===== config.mk =====
export PLATFORM = sky130hd
export DESIGN_NAME = fpu_sp_result_stage
export DESIGN_NICKNAME = d
export VERILOG_FILES = /design/src/rtl/fpu_pkg.sv /design/src/rtl/fpu_sync_fifo.sv /design/src/rtl/fpu_sp_result_stage.sv
export SDC_FILE = /design/constraint.sdc
export NUM_CORES = 1
export LEC_CHECK = 0
export ABC_CLOCK_PERIOD_IN_PS = 3300
export CORE_MARGIN = 2
export CORE_UTILIZATION = 46
export CTS_BUF_LIST = sky130_fd_sc_hd__clkbuf_16
export DETAILED_ROUTE_END_ITERATION = 6
export DONT_BUFFER_PORTS = 1
export PLACE_DENSITY = 0.69
export SETUP_SLACK_MARGIN = 0.1
export SLEW_MARGIN = 5
export SYNTH_ARGS = -nofsm -noshare
export SYNTH_HDL_FRONTEND = slang
export SYNTH_SLANG_ARGS = --single-unit

===== constraint.sdc =====
create_clock -name clk -period 3.3 [get_ports clk]
set_clock_uncertainty 0.15 [all_clocks]
set_input_delay 0 -clock clk [delete_from_list [all_inputs] [get_ports clk]]
set_output_delay 0 -clock clk [all_outputs]
set_load 0.03 [all_outputs]

===== src/rtl/fpu_pkg.sv =====
// Shared single-precision field widths, class bit positions and FIFO entry layout.
// The entry layout is {class, {overflow, underflow}, result}; class is absent when classification is disabled.
package fpu_pkg;

  localparam int SP_W     = 32;
  localparam int SP_EXP_W = 8;
  localparam int SP_MAN_W = 23;
  localparam logic [SP_EXP_W-1:0] SP_EXP_MAX = 8'hFF;

  localparam int CLASS_W      = 4;
  localparam int CLASS_NAN    = 3;
  localparam int CLASS_INF    = 2;
  localparam int CLASS_ZERO   = 1;
  localparam int CLASS_DENORM = 0;

  localparam int FLAGS_W = 2;
  localparam int ENTRY_W = CLASS_W + FLAGS_W + SP_W;

  function automatic logic [CLASS_W-1:0] sp_classify(input logic [SP_EXP_W-1:0] exp,
                                                     input logic [SP_MAN_W-1:0] man);
    logic [CLASS_W-1:0] cls;
    logic               man_nz;
    man_nz              = |man;
    cls                 = '0;
    cls[CLASS_NAN]      = (exp == SP_EXP_MAX) &&  man_nz;
    cls[CLASS_INF]      = (exp == SP_EXP_MAX) && !man_nz;
    cls[CLASS_ZERO]     = (exp == '0)         && !man_nz;
    cls[CLASS_DENORM]   = (exp == '0)         &&  man_nz;
    return cls;
  endfunction

endpackage


===== src/rtl/fpu_sync_fifo.sv =====
// In-order synchronous FIFO with occupancy counter; pushes when full and pops when empty are dropped.
// Data is visible on dout_o the cycle after the push; dout_o reads zero while empty.
module fpu_sync_fifo #(
  parameter int DEPTH = 4,
  parameter int WIDTH = 38
) (
  input  logic             clk,
  input  logic             rst_n,
  input  logic             push_i,
  input  logic             pop_i,
  input  logic [WIDTH-1:0] din_i,
  output logic             full_o,
  output logic             empty_o,
  output logic [WIDTH-1:0] dout_o
);

  localparam int PTR_W = $clog2(DEPTH);
  localparam int OCC_W = PTR_W + 1;

  logic [PTR_W-1:0] wr_ptr_q, wr_ptr_d;
  logic [PTR_W-1:0] rd_ptr_q, rd_ptr_d;
  logic [OCC_W-1:0] occ_q, occ_d;
  logic [WIDTH-1:0] mem_q [DEPTH];
  logic             do_push, do_pop;

  assign full_o  = (occ_q == OCC_W'(DEPTH));
  assign empty_o = (occ_q == '0);
  assign do_push = push_i && !full_o;
  assign do_pop  = pop_i && !empty_o;
  assign dout_o  = empty_o ? '0 : mem_q[rd_ptr_q];

  // Pointers are exactly log2(DEPTH) wide, so they wrap to 0 without explicit logic.
  always_comb begin
    wr_ptr_d = wr_ptr_q;
    rd_ptr_d = rd_ptr_q;
    occ_d    = occ_q;
    if (do_push) wr_ptr_d = wr_ptr_q + PTR_W'(1);
    if (do_pop)  rd_ptr_d = rd_ptr_q + PTR_W'(1);
    case ({do_push, do_pop})
      2'b10:   occ_d = occ_q + OCC_W'(1);
      2'b01:   occ_d = occ_q - OCC_W'(1);
      default: occ_d = occ_q;
    endcase
  end

  always_ff @(posedge clk) begin
    if (!rst_n) begin
      wr_ptr_q <= '0;
      rd_ptr_q <= '0;
      occ_q    <= '0;
    end else begin
      wr_ptr_q <= wr_ptr_d;
      rd_ptr_q <= rd_ptr_d;
      occ_q    <= occ_d;
    end
  end

  always_ff @(posedge clk) begin
    if (do_push) mem_q[wr_ptr_q] <= din_i;
  end

endmodule


===== src/rtl/fpu_sp_result_stage.sv =====
// Adder output stage: FIFO of {result, flags}, sticky flags and saturating result count; one-cycle latency, in_ready = !full.
// Define FPU_CLASSIFY_EN to store a {nan, inf, zero, denorm} class with each entry; otherwise out_class is 0.
module fpu_sp_result_stage
  import fpu_pkg::*;
#(
  parameter int DEPTH = 4,
  parameter int CNT_W = 16
) (
  input  logic               clk,
  input  logic               rst_n,
  input  logic               in_valid,
  output logic               in_ready,
  input  logic [SP_W-1:0]    in_result,
  input  logic               in_overflow,
  input  logic               in_underflow,
  output logic               out_valid,
  input  logic               out_ready,
  output logic [SP_W-1:0]    out_result,
  output logic [FLAGS_W-1:0] out_flags,
  output logic [CLASS_W-1:0] out_class,
  input  logic               status_clr,
  output logic               sticky_ovf,
  output logic               sticky_unf,
  output logic [CNT_W-1:0]   result_count
);

`ifdef FPU_CLASSIFY_EN
  localparam int FIFO_W = ENTRY_W;
`else
  localparam int FIFO_W = ENTRY_W - CLASS_W;
`endif

  logic              full, empty, push, pop;
  logic [FIFO_W-1:0] fifo_din, fifo_dout;
  logic              sticky_ovf_q, sticky_ovf_d;
  logic              sticky_unf_q, sticky_unf_d;
  logic [CNT_W-1:0]  count_q, count_d, count_base;

  assign in_ready  = !full;
  assign out_valid = !empty;
  assign push      = in_valid && in_ready;
  assign pop       = out_valid && out_ready;

`ifdef FPU_CLASSIFY_EN
  assign fifo_din  = {sp_classify(in_result[SP_W-2 -: SP_EXP_W], in_result[SP_MAN_W-1:0]),
                      in_overflow, in_underflow, in_result};
  assign out_class = fifo_dout[FIFO_W-1 -: CLASS_W];
`else
  assign fifo_din  = {in_overflow, in_underflow, in_result};
  assign out_class = '0;
`endif

  assign out_result = fifo_dout[SP_W-1:0];
  assign out_flags  = fifo_dout[SP_W +: FLAGS_W];

  fpu_sync_fifo #(
    .DEPTH (DEPTH),
    .WIDTH (FIFO_W)
  ) u_fifo (
    .clk     (clk),
    .rst_n   (rst_n),
    .push_i  (push),
    .pop_i   (pop),
    .din_i   (fifo_din),
    .full_o  (full),
    .empty_o (empty),
    .dout_o  (fifo_dout)
  );

  // Clear is applied before the same-cycle push so a simultaneous set survives.
  always_comb begin
    sticky_ovf_d = status_clr ? 1'b0 : sticky_ovf_q;
    sticky_unf_d = status_clr ? 1'b0 : sticky_unf_q;
    count_base   = status_clr ? '0 : count_q;
    count_d      = count_base;
    if (push) begin
      sticky_ovf_d = sticky_ovf_d | in_overflow;
      sticky_unf_d = sticky_unf_d | in_underflow;
      if (count_base != '1) count_d = count_base + CNT_W'(1);
    end
  end

  always_ff @(posedge clk) begin
    if (!rst_n) begin
      sticky_ovf_q <= 1'b0;
      sticky_unf_q <= 1'b0;
      count_q      <= '0;
    end else begin
      sticky_ovf_q <= sticky_ovf_d;
      sticky_unf_q <= sticky_unf_d;
      count_q      <= count_d;
    end
  end

  assign sticky_ovf   = sticky_ovf_q;
  assign sticky_unf   = sticky_unf_q;
  assign result_count = count_q;

endmodule


; ---- Word-level counts from Yosys, hierarchy flattened
; Memory sizes are Yosys's and may differ from the RTL's. A register that Yosys moved wholly into a read port is not among the register bits.
; Cells that the tools add are included.
[op_classes]
n_addsub = 5
mul = 0
n_div = 0
n_lt_le_gt_ge = 0
n_eq_ne = 4
shift = 0
muxes = 13
bitwise_logic = 2
n_reduce_logical = 8
[ops]
columns = op, n
row1 = 16-bit 2-to-1 mux, 3
row2 = 34-bit 2-to-1 mux, 1
row3 = 16-bit by 1-bit adder with 16-bit output (second input constant), 1
row4 = 16-bit != test (second input constant), 1
row5 = 1-bit 2-to-1 mux, 6
row6 = 3-bit one-hot mux with 2 select lines, 1
row7 = 2-bit by 1-bit adder with 2-bit output (second input constant), 2
row8 = 1-bit logical AND, 4
row9 = 2-bit 2-to-1 mux, 2
row10 = 3-bit by 1-bit adder with 3-bit output (second input constant), 1
row11 = 3-bit == test (second input constant), 1
row12 = 3-bit zero test, 1
row13 = 3-bit by 1-bit subtractor with 3-bit output (second input constant), 1
row14 = 2-bit by 1-bit == test with 1-bit output (second input constant), 1
row15 = 2-bit == test (second input constant), 1
row16 = 1-bit zero test, 2
row17 = 1-bit bitwise OR, 2
row18 = 2-bit nonzero test, 1
[totals]
regBits = 25
latch_bits = 0
mem_bits_rw = 136
mem_bits_ro = 0
inputBits = 39
elab_cells = 39
n_memories = 1
[memory_table]
columns = memory, words, word_bits, rd, rd_ports_with_merged_regs, wr, line_no
row1 = u_fifo.mem_q, 4, 34, 1, 1, 1, fpu_sync_fifo.sv:23  ; logic [WIDTH-1:0] mem_q [DEPTH];

; ---- Depth between registers and ports, before layout
[logic_depth]
ltp_word = 6
mapped_depth = 10

; ---- By module
; From an unflattened synthesis, not the netlist that was laid out.
[hier_totals]
cells_unflattened = 396
area_unflattened_um2 = 6780.3
[by_module_without_submodules]
columns = module, instances, cells_each, area_per_inst_um2
row1 = fpu_sync_fifo, 1, 270, 5729.2
row2 = fpu_sp_result_stage, 1, 126, 1051.0

; ---- Worst setup path before layout
; Ideal clock, no wire load.
[synth_path]
path_kind = register to register
from = register u_fifo.occ_q[0]
to = register u_fifo.occ_q[2]
setup_ns = 0.076
arrival_time_ns = 2.504
required_ns = 3.074
path_slack_ns = 0.570
stages_incl_launch_ff = 11
n_path_buf = 1
period_less_slack_ns = 2.730
path_cell_list = dfxtp_1 > or3b_1 > and2_1 > buf_2 > inv_6 > ha_1 > inv_1 > fa_1 > xor2_1 > or3_1 > a21boi_0
[synth_between]
elab_chain_cells = 6
[synth_rtl]
columns = element, line_no
row1 = start: declaration, fpu_sync_fifo.sv:22  ; logic [OCC_W-1:0] occ_q, occ_d;
row2 = start signal: assignment, fpu_sync_fifo.sv:50  ; occ_q <= '0;
row3 = start signal: assignment, fpu_sync_fifo.sv:54  ; occ_q <= occ_d;
row4 = 3-bit == test *, fpu_sync_fifo.sv:26  ; assign full_o = (occ_q == OCC_W'(DEPTH));
row5 = 1-bit zero test *, fpu_sp_result_stage.sv:39  ; assign in_ready = !full;
row6 = named net in_ready, fpu_sp_result_stage.sv:12  ; output logic in_ready,
row7 = 1-bit logical AND, fpu_sp_result_stage.sv:41  ; assign push = in_valid && in_ready;
row8 = 1-bit logical AND *, fpu_sync_fifo.sv:28  ; assign do_push = push_i && !full_o;
row9 = 2-bit by 1-bit == test with 1-bit output or 2-bit == test (tied branches), fpu_sync_fifo.sv:39  ; case ({do_push, do_pop})
row10 = 3-bit one-hot mux with 2 select lines or 2-bit nonzero test (tied branches), --
; The timed path passes the listed nets; every way through them passes the cells marked *.
; A chain may end at the register's enable or synchronous reset.

; ---- Worst setup path in the final report
[layout_path]
from = register count_q[1], in the netlist result_count[1]
to = register count_q[11], in the netlist result_count[11]
[layout_between]
elab_chain_cells = 4
[layout_rtl]
columns = element, line_no
row1 = start: declaration, fpu_sp_result_stage.sv:37  ; logic [CNT_W-1:0] count_q, count_d, count_base;
row2 = start signal: assignment, fpu_sp_result_stage.sv:91  ; count_q <= count_d;
row3 = 16-bit 2-to-1 mux *, fpu_sp_result_stage.sv:74  ; count_base = status_clr ? '0 : count_q;
row4 = 16-bit by 1-bit adder with 16-bit output or 16-bit != test (tied branches), fpu_sp_result_stage.sv:79  ; if (count_base != '1) count_d = count_base + CNT_W'(1);
row5 = 16-bit 2-to-1 mux *, fpu_sp_result_stage.sv:79
row6 = 16-bit 2-to-1 mux *, fpu_sp_result_stage.sv:76  ; if (push) begin
; Every way passes the cells marked *; elsewhere a longest branch is shown, timed or not.

==> impl_results.md <==
- Status: completed
- Final min period: 2.94 ns
- Remaining antenna violation count: 0
- DRT Wirelength: 12,200 µm
- Ys Warns: 0
- GRT Util Overall: 16.7%
- Via density: 5.48
- Fin util: 55.2%
- Hold path depth: 5
- Htree depth: 4
- Max Clk Rate: 340 MHz
- Syn_area_per_cell: 17.0 µm²
- GPL Wtd Cong: 0.787
- Layout cells sized above 1: 18.6%
- CTS root buf: clkbuf_16
- Die Area: 15,500 µm²
- Layout net count: 479
- Vias in the first global route: 3,689
- Final worst path period share: 89.1%
- Maximum clock path buffer count: 2
- Num CTS Buffers: 17
- RSZ-0062 raised after global routing: no
- Critical-path cell list: nor2b_1 -> ha_1 -> nand3_1 -> or2_2 -> o211a_1 -> xor2_1 -> and2_1 -> dlygate4sd3_1
- Die height: 124 µm
- CTS tree: yes
- Crit-path max FO: 6
- Largest net degree at the start of global routing: 36
- Initial Util: 47.5%
- Final setup violation count: 0
- Cells after Synth: 392
- CP peak stage delay: 0.55 ns
- Pre-antenna DRT Iters: 4
- Worst hold path type: input pin to flop
- Remaining DRCs: 0
- Synth Register Bits: 163
- Setup ws final: 0.361 ns
- Hold Vio Cnt, Final: 0
- Syn-to-layout area delta: 16.2%
- Total clock sinks: 163
- Final HPWL DP: 7330 µm
- Setup TNS: 0 ns
- Wire per inst: 19.5 µm
- First-pass GRT wire length: 19,600 µm
- Io pins: 97
- Fill count: 1,076
- Total number of vias: 3,430
- Core Box Area: 14,000 µm²
- CP startpoint kind: flop
- Setup Crit Path Kind: flop to flop
- Max-slew violations: 0
- Final global-route overflow total: 0
- Slew @ Worst Pin: 0.945 ns
- Initial antenna violation count: 0
- Port bufs: 0
- Peak VDD IR: 0.393 mV
- Worst path arrival time: 3.10 ns
- Quantity of gates resized following cts: 0
- Max Cap Viol: 0
- Slowest CP cell: dfxtp_1
- Worst-path clk slew: 0.06 ns
- Ant. Diodes: 0
- Max transition margin: 37.0%
- Row cnt: 43
- Clk Latency, worst-skew pair: 0.42 ns
- Register area share after synthesis: 69.4%
- Power density cells: 768 nW/µm²
- Worst Setup Slack post-DPL: 0.625 ns
- Worst Setup End Kind: flop
- Initial drt markers: 163
- Mapped cell area: 6670 µm²
- Die X: 124 µm
- Yosys cell types: 48
- Cells on worst reg2reg path: 8
- Critical Path RT: 3.46 ns
- Leak: 2.59 nW
==> worst max-delay path, delay by kind of cell (launching register included) <==
| family | cells | cell delay (ns) |
|---|---|---|
| xor+xnor | 1 | 0.15 |
| flops | 1 | 0.55 |
| simple gates | 4 | 0.90 |
| buf+inv | 1 | 0.54 |
| compound gates | 1 | 0.27 |
| fa+ha+maj | 1 | 0.25 |
==> path summary, 6_finish.rpt <==
path	startpoint	end	slack (ns)
worst max-delay path	result_count[1]	result_count[11]	0.36
worst min-delay path	status_clr	result_count[12]	0.04
worst max register to register	result_count[1]	result_count[11]	0.36
worst min register to register	u_fifo.wr_ptr_q[0]	u_fifo.wr_ptr_q[0]	0.37
==> power by group <==
part           internal, mW  leakage (nW)  switching [mW]
registers              2.42          1.47           0.142
logic                 0.564         0.842            1.10
clock network         0.986         0.283           0.731
total                  3.97          2.59            1.98
==> synthesized netlist by cell type (all sizes together) <==
library cell    n  area [µm²]
nand4           4        40.0
and2           45         282
xnor2          11        96.3
inv            11        46.3
nand2          16        60.1
or3b            1        8.76
edfxtp        136        4080
a31o            2        17.5
a22oi           2        15.0
or4             1        11.3
nand3b          2        27.5
or2             1        6.26
clkbuf         12        45.0
or2b            1        7.51
o211a           1        10.0
buf            11        70.1
mux4           34         766
nand4b          1        8.76
mux2i           3        30.0
fa              1        20.0
ha              6        75.1
or3             3        20.0
nor3            2        10.0
nand3          10        50.1
o2111a          1        11.3
nor2            9        33.8
nor4            5        58.8
a21boi          4        30.0
a211oi          2        15.0
o2111ai         1        8.76
and3            5        32.5
conb            1        3.75
nor2b           9        56.3
xor2            3        26.3
o21ai           5        25.0
a21oi           3        18.8
dfxtp          27         541
==> final cells by class <==
| cell class | instances | area, µm² | share of cell area (%) |
|---|---|---|---|
| tap | 180 | 225 | 2.91 |
| sequential | 163 | 4630 | 59.7 |
| clock inverter | 14 | 72.6 | 0.937 |
| timing repair buffer | 42 | 425 | 5.49 |
| clock buffer | 18 | 450 | 5.82 |
| multi-input combinational | 198 | 1900 | 24.5 |
| inverter | 11 | 46.3 | 0.598 |
==> flip-flops by register name (all words and copies together) (netlist names), named ones only <==
register	cells
u_fifo.mem_q	136
result_count	16
u_fifo.occ_q	3
u_fifo.rd_ptr_q	2
u_fifo.wr_ptr_q	2
sticky_ovf	1
sticky_unf	1
==> metal layers <==
layer	global-route usage, %	wire length (µm)	vias to the layer above
li1	-	-	1568
met1	19.1	4940	1740
met2	28.0	6160	104
met3	6.01	848	18
met4	7.93	271	0
met5	0	0	-
==> repair_timing <==
item / 4_1_cts / 5_1_grt
hold buffers: 39 / 0
endpoints found under the hold margin: 163 / 0
setup buffers: 0 / 0
==> cells in the final DEF, fill, tap and decap left out, types with 2 or more instances in the layout <==
master         instances
a22oi_1                2
buf_4                  2
mux2i_1                3
nor4_1                 2
dfxtp_2                2
dfxtp_1               25
nor3_1                 2
a21oi_1                2
or3_1                  2
nor2_1                 9
edfxtp_1             136
nand4_1                3
nor2b_1                9
mux4_2                34
o21ai_0                5
a211oi_1               2
a31o_2                 2
inv_4                  2
clkbuf_16             18
inv_6                  2
dlygate4sd3_1         39
ha_1                   6
nand3_1               10
and2_1                45
and3_2                 5
inv_1                 15
nand2_1               16
xnor2_1               11
a21boi_0               4
inv_2                  3
nor4_2                 2
conb_1                 4
xor2_1                 3
==> per-stage QoR <==
| step | total power [mW] | cell area, µm² | hold WS (ns) | cells |
|---|---|---|---|---|
| after floorplan | 3.96 | 6680 | -0.0511 | 395 |
| after global placement | 4.21 | 6830 | -0.0510 | 555 |
| after detailed placement | 4.25 | 6830 | -0.0510 | 555 |
| after CTS | 6.03 | 7740 | 0.0237 | 626 |
| after global routing | 6.21 | 7740 | 0.0838 | 626 |
| final | 5.95 | 7740 | 0.0423 | 626 |
==> cells by family after synthesis <==
logic type,Yosys count,share of synthesized area [%]
flip-flops,163,69.4
buffers and inverters,34,2.42
adder cells (fa/ha/maj),7,1.43
AO/OA/AOI/OAI,21,2.27
other,1,0.0562
AND/OR/NAND/NOR,115,10.7
XOR/XNOR,14,1.84
multiplexers,37,11.9
No activity file was read; power rests on OpenSTA's default activity.
